==> src/rtl/regfile_scoreboard_if.sv <==
// Decode/writeback side bundle for the scoreboarded register file.
// master = pipeline (decode + writeback), slave = register file.
interface regfile_scoreboard_if #(
  parameter int unsigned XLEN  = 32,
  parameter int unsigned NREGS = 32
) ();
  localparam int unsigned AW = $clog2(NREGS);

  logic [AW-1:0]    raddr1;
  logic [AW-1:0]    raddr2;
  logic [XLEN-1:0]  rdata1;
  logic [XLEN-1:0]  rdata2;
  logic             rs1_used;
  logic             rs2_used;
  logic             iss_valid;
  logic [AW-1:0]    iss_rd;
  logic             reg_wr;
  logic [AW-1:0]    waddr;
  logic [XLEN-1:0]  wdata;
  logic             stall;
  logic [NREGS-1:0] busy_vec;

  modport master (
    output raddr1, raddr2, rs1_used, rs2_used, iss_valid, iss_rd,
           reg_wr, waddr, wdata,
    input  rdata1, rdata2, stall, busy_vec
  );

  modport slave (
    input  raddr1, raddr2, rs1_used, rs2_used, iss_valid, iss_rd,
           reg_wr, waddr, wdata,
    output rdata1, rdata2, stall, busy_vec
  );
endinterface

==> src/rtl/regfile_scoreboard.sv <==
// Integer register file with per-register busy scoreboard, two async read
// ports, one write port, optional write-to-read bypass and operand stall.
module regfile_scoreboard #(
  parameter  int unsigned XLEN   = 32,
  parameter  int unsigned NREGS  = 32,
  parameter  int unsigned BYPASS = 1,
  localparam int unsigned AW     = $clog2(NREGS)
) (
  input  logic                  clock,
  input  logic                  reset,
  regfile_scoreboard_if.slave   bus
);

  logic [XLEN-1:0]  regs [NREGS];
  logic [NREGS-1:0] busy;
  logic [NREGS-1:0] busy_nxt;
  logic             wr_en;
  logic             iss_fire;
  logic             byp1;
  logic             byp2;
  logic             busy_e1;
  logic             busy_e2;

  assign wr_en    = bus.reg_wr && (bus.waddr != '0);
  assign byp1     = (BYPASS != 0) && wr_en && (bus.waddr == bus.raddr1);
  assign byp2     = (BYPASS != 0) && wr_en && (bus.waddr == bus.raddr2);
  assign iss_fire = bus.iss_valid && !bus.stall && (bus.iss_rd != '0);

  // Operand written back this cycle is not considered busy when bypassed.
  always_comb begin
    busy_e1   = busy[bus.raddr1] && !byp1;
    busy_e2   = busy[bus.raddr2] && !byp2;
    bus.stall = (bus.rs1_used && busy_e1) || (bus.rs2_used && busy_e2);
  end

  always_comb begin
    bus.rdata1 = byp1 ? bus.wdata : regs[bus.raddr1];
    bus.rdata2 = byp2 ? bus.wdata : regs[bus.raddr2];
    if (bus.raddr1 == '0) bus.rdata1 = '0;
    if (bus.raddr2 == '0) bus.rdata2 = '0;
  end

  // Clear applied before set so a same-cycle issue to the written register wins.
  always_comb begin
    busy_nxt = busy;
    if (wr_en)    busy_nxt[bus.waddr]  = 1'b0;
    if (iss_fire) busy_nxt[bus.iss_rd] = 1'b1;
    busy_nxt[0] = 1'b0;
  end

  always_ff @(posedge clock or negedge reset) begin
    if (!reset) begin
      busy <= '0;
      for (int unsigned i = 0; i < NREGS; i++) regs[i] <= '0;
    end else begin
      busy <= busy_nxt;
      if (wr_en) regs[bus.waddr] <= bus.wdata;
    end
  end

  assign bus.busy_vec = busy;

endmodule

==> src/flat_wrapper.sv <==
// flat-port wrapper written by rule: the top's interface ports become plain ports
module regfile_scoreboard_flat 
#(
  parameter  int unsigned XLEN   = 32,
  parameter  int unsigned NREGS  = 32,
  parameter  int unsigned BYPASS = 1,
  localparam int unsigned AW     = $clog2(NREGS)
)
  (clock, reset, bus_raddr1, bus_raddr2, bus_rs1_used, bus_rs2_used, bus_iss_valid, bus_iss_rd, bus_reg_wr, bus_waddr, bus_wdata, bus_rdata1, bus_rdata2, bus_stall, bus_busy_vec);
  regfile_scoreboard_if #(.XLEN(XLEN), .NREGS(NREGS)) bus_i ();
  input  logic clock;
  input  logic reset;
  input wire logic [$bits(bus_i.raddr1)-1:0] bus_raddr1;
  input wire logic [$bits(bus_i.raddr2)-1:0] bus_raddr2;
  input wire logic [$bits(bus_i.rs1_used)-1:0] bus_rs1_used;
  input wire logic [$bits(bus_i.rs2_used)-1:0] bus_rs2_used;
  input wire logic [$bits(bus_i.iss_valid)-1:0] bus_iss_valid;
  input wire logic [$bits(bus_i.iss_rd)-1:0] bus_iss_rd;
  input wire logic [$bits(bus_i.reg_wr)-1:0] bus_reg_wr;
  input wire logic [$bits(bus_i.waddr)-1:0] bus_waddr;
  input wire logic [$bits(bus_i.wdata)-1:0] bus_wdata;
  output wire logic [$bits(bus_i.rdata1)-1:0] bus_rdata1;
  output wire logic [$bits(bus_i.rdata2)-1:0] bus_rdata2;
  output wire logic [$bits(bus_i.stall)-1:0] bus_stall;
  output wire logic [$bits(bus_i.busy_vec)-1:0] bus_busy_vec;
  assign bus_i.raddr1 = bus_raddr1;
  assign bus_i.raddr2 = bus_raddr2;
  assign bus_i.rs1_used = bus_rs1_used;
  assign bus_i.rs2_used = bus_rs2_used;
  assign bus_i.iss_valid = bus_iss_valid;
  assign bus_i.iss_rd = bus_iss_rd;
  assign bus_i.reg_wr = bus_reg_wr;
  assign bus_i.waddr = bus_waddr;
  assign bus_i.wdata = bus_wdata;
  assign bus_rdata1 = bus_i.rdata1;
  assign bus_rdata2 = bus_i.rdata2;
  assign bus_stall = bus_i.stall;
  assign bus_busy_vec = bus_i.busy_vec;
  regfile_scoreboard #(.XLEN(XLEN), .NREGS(NREGS), .BYPASS(BYPASS)) u_core (.clock(clock), .reset(reset), .bus(bus_i));
endmodule
==> config.mk <==
export PLATFORM = sky130hd
export DESIGN_NAME = regfile_scoreboard_flat
export DESIGN_NICKNAME = d
export VERILOG_FILES = /design/src/rtl/regfile_scoreboard_if.sv /design/src/rtl/regfile_scoreboard.sv /design/src/flat_wrapper.sv
export SDC_FILE = /design/constraint.sdc
export NUM_CORES = 2
export LEC_CHECK = 0
export BUFFER_PORTS_ARGS = -buffer_cell sky130_fd_sc_hd__buf_2
export CORE_UTILIZATION = 55
export DETAILED_ROUTE_END_ITERATION = 10
export PLACE_DENSITY = 0.75
export SKIP_CTS_REPAIR_TIMING = 1
export SYNTH_ARGS = -nofsm -noshare
export SYNTH_HDL_FRONTEND = slang
export SYNTH_SLANG_ARGS = --single-unit
==> constraint.sdc <==
create_clock -name clock -period 6.55 [get_ports clock]
set_clock_uncertainty 0.1 [all_clocks]
set_input_delay 0.655 -clock clock [delete_from_list [all_inputs] [get_ports clock]]
set_output_delay 0.655 -clock clock [all_outputs]
set_load 0.005 [all_outputs]
==> summary.txt <==
STA
  • Final Cycle Share: 69.2%
  • Worst rel slew slack: 20.5%
  • Final Hold Vio Count: 0
  • RSZ-0062 raised after global routing: no
  • Setup TNS: 0 ns
  • Worst-Margin Slew: 1.19 ns
  • Final setup vio count: 0
  • Achievable clock frequency: 0.221 GHz
  • Final critical-path required period: 4.53 ns
  • Final Max Tran Viols: 0

Worst setup path
  • Reg-to-reg endpoint: u_core.bus.busy_vec[18]$_DFF_PN0_
  • FF-to-FF Start: u_core.bus.busy_vec[7]$_DFF_PN0_
  • Crit path DAT: 3.78 ns
  • Reg-to-reg setup timing slack: 4.05 ns
  • Worst path required time: 5.79 ns
  • Crit. End Element: output pin
  • Critical Path Start Type: input port
  • Kind of critical path: input port to output pin
  • Critical path peak fanout: 56
  • R2R depth: 6

Finish
  • Most common cell after layout, fill and taps aside: dfrtp_1
  • Fin nets: 3563
  • Fillers: 7628
  • Commonest non-fill, non-tap cells in the layout: 1055 x dfrtp_1, 1012 x mux2_2, 627 x mux4_2, 142 x buf_2, 111 x clkbuf_16
  • Layout cells sized above 1: 57.8%
  • Final Util: 60.9%
  • Area Growth Syn to Fin: 9.69%

Clock network
  • TritonCTS Buffers: 110
  • Clock Tree Buf Depth: 3
  • CTS Root Cell: clkbuf_16
  • Worst skew pair latency: 0.68 ns
  • CTS tree: yes
  • Sink Count: 1055
  • H-tree Lvls: 3
  • Clock transition at the registers of the reported paths: 0.05 ns

Run
  • Number of max-cap violations: 0

Synth
  • Async set-or-reset flop fraction in the synthesized netlist: 100%
  • Synthesis Warnings: 0
  • Netlist cell types: 44
  • Flops & latches, synth: 1055
  • Synth Flop Type: dfrtp_1
  • Cells after synthesis: 3585
  • Sequential area share after synthesis: 46.7%
  • Mapped Area: 0.0565 mm2
  • Synthesized area per cell: 15.8 um2
  • Post-synthesis net count: 3643
  • Post-synth EDFFs: 0

Global route
  • Total track usage: 31.3%
  • Largest net degree at the start of global routing: 162
  • Remaining global-route overflow: 0
  • First-pass GRT wire length: 239000 um
  • Via count of the first global-routing pass: 35800
  • Antenna violations before repair: 4

Floorplan
  • FP Rows: 117
  • Die X: 323 um
  • Initial Utilization: 55.5%
  • Io pins: 155
  • Area of the core: 0.102 mm2
  • Die area: 0.104 mm2
  • Die height: 323 um

Pwr
  • Static leakage: 26.9 nW
  • Power Internal: 14.0 mW
  • Peak supply drop: 224 uV
  • Comb power frac: 20.8%
  • Sw Pwr: 5.06 mW
  • Cell Pwr Density: 308 mW/mm2
  • Flop pwr share: 45.4%
  • Clock Power Share: 33.7%
  • Net Sw Frac: 26.5%

Route
  • Vias per std cell: 6.96
  • Total Wirelength: 158000 um
  • DRC errors left: 0
  • Starting DRT DRC Count: 3681
  • Antenna-violating nets left: 0
  • Vias: 34600
  • Routed wire per std cell: 31.8 um
  • Drt first pass iters: 6

Worst hold path
  • Hold path startpoint: u_core.regs[995]$_DFFE_PN0P_
  • Worst Hold Class: register to register
  • Worst hold stages: 0
  • Worst Hold End: u_core.regs[995]$_DFFE_PN0P_

Outcome
  • Run status: finished clean

Placed design
  • Buffers on Ports: 153
  • Dpl hpwl: 85100 um
  • Final GP Congestion: 0.800
## cell type report
class	count	area (um2)	share of cell area, %
Sequential cell	1055	26400	42.6
Multi-Input combinational cell	2093	28600	46.1
Clock buffer	166	3250	5.25
Tap cell	1368	1710	2.76
Inverter	18	72.6	0.117
Timing Repair Buffer	227	1560	2.51
Antenna cell	1	2.50	0.00403
Clock inverter	36	444	0.716
## metal layers
| metal | GRT usage, % | vias up | routed length [um] |
|---|---|---|---|
| met2 | 50.5 | 1517 | 77400 |
| met3 | 6.18 | 349 | 12500 |
| met1 | 42.5 | 18900 | 61900 |
| met4 | 11.8 | 6 | 6030 |
| met5 | 0 | - | 39 |
| li1 | - | 13800 | - |
## synth_stat cells, drive strengths merged, types with 14 or more instances
library cell  instances  area share, %
dfrtp              1055             47
mux2               1012             20
mux4                627             25
clkbuf              247            1.6
buf                 172            1.4
nand2               107           0.71
mux2i                64            1.1
o21ai                60           0.53
nor2                 53           0.35
a32o                 31           0.55
a211oi               24           0.32
nand3                24           0.21
inv                  17           0.11
o211ai               14           0.19
## power by group through the flow
| stage | registers (mW) | logic (mW) | clock network (mW) |
|---|---|---|---|
| after floorplan | 8.44 | 3.09 | 0 |
| after global routing | 8.83 | 4.26 | 6.77 |
| after CTS | 8.64 | 4.00 | 6.52 |
| after detailed placement | 8.75 | 3.99 | 0 |
| final | 8.68 | 3.98 | 6.44 |
| after global placement | 8.67 | 3.89 | 0 |
## state kept, by name, indices dropped and copies added, names as in the netlist
signal               count
u_core.bus.busy_vec     31
u_core.regs           1024
## worst max-delay path by stage
stage,startpoint,end,cells after the start
after floorplan,bus_raddr1[0],bus_rdata1[0],6
after global placement,bus_raddr1[0],bus_rdata1[8],7
after detailed placement,bus_raddr1[0],bus_rdata1[8],9
after CTS,bus_raddr1[0],bus_rdata1[8],7
after global routing,bus_raddr1[0],bus_rdata1[8],9
final,bus_raddr1[0],bus_rdata1[8],9
## through the flow
| stage | power, mW | cell area (um2) | hold WS [ns] | std cells | setup WS (ns) |
|---|---|---|---|---|---|
| after floorplan | 11.5 | 56500 | 0.259 | 3585 | 3.13 |
| after global placement | 12.6 | 58300 | 0.277 | 4760 | 2.00 |
| after detailed placement | 12.7 | 58300 | 0.282 | 4760 | 1.96 |
| after CTS | 19.2 | 62000 | -0.165 | 4962 | 1.95 |
| after global routing | 19.9 | 62000 | 0.308 | 4963 | 1.84 |
| final | 19.1 | 62000 | 0.297 | 4964 | 2.02 |
## critical path: stages
cell and delay [ns]:
buf_8 0.50, buf_4 0.46, mux4_2 0.54, and2_1 0.17, a211oi_1 0.27, a211oi_1 0.10
a211oi_1 0.73, nor3_1 0.11, buf_2 0.16
## cell families after synthesis
group	share of synthesized area (%)
AOI/OAI and AO/OA	1.72
xor gates and xnor gates	0.155
buffers and inverters	3.18
DFF	46.7
muxes	46.3
other	0.00663
and+or+nand+nor	1.98
Note: power is estimated with default switching activity, not from simulation.
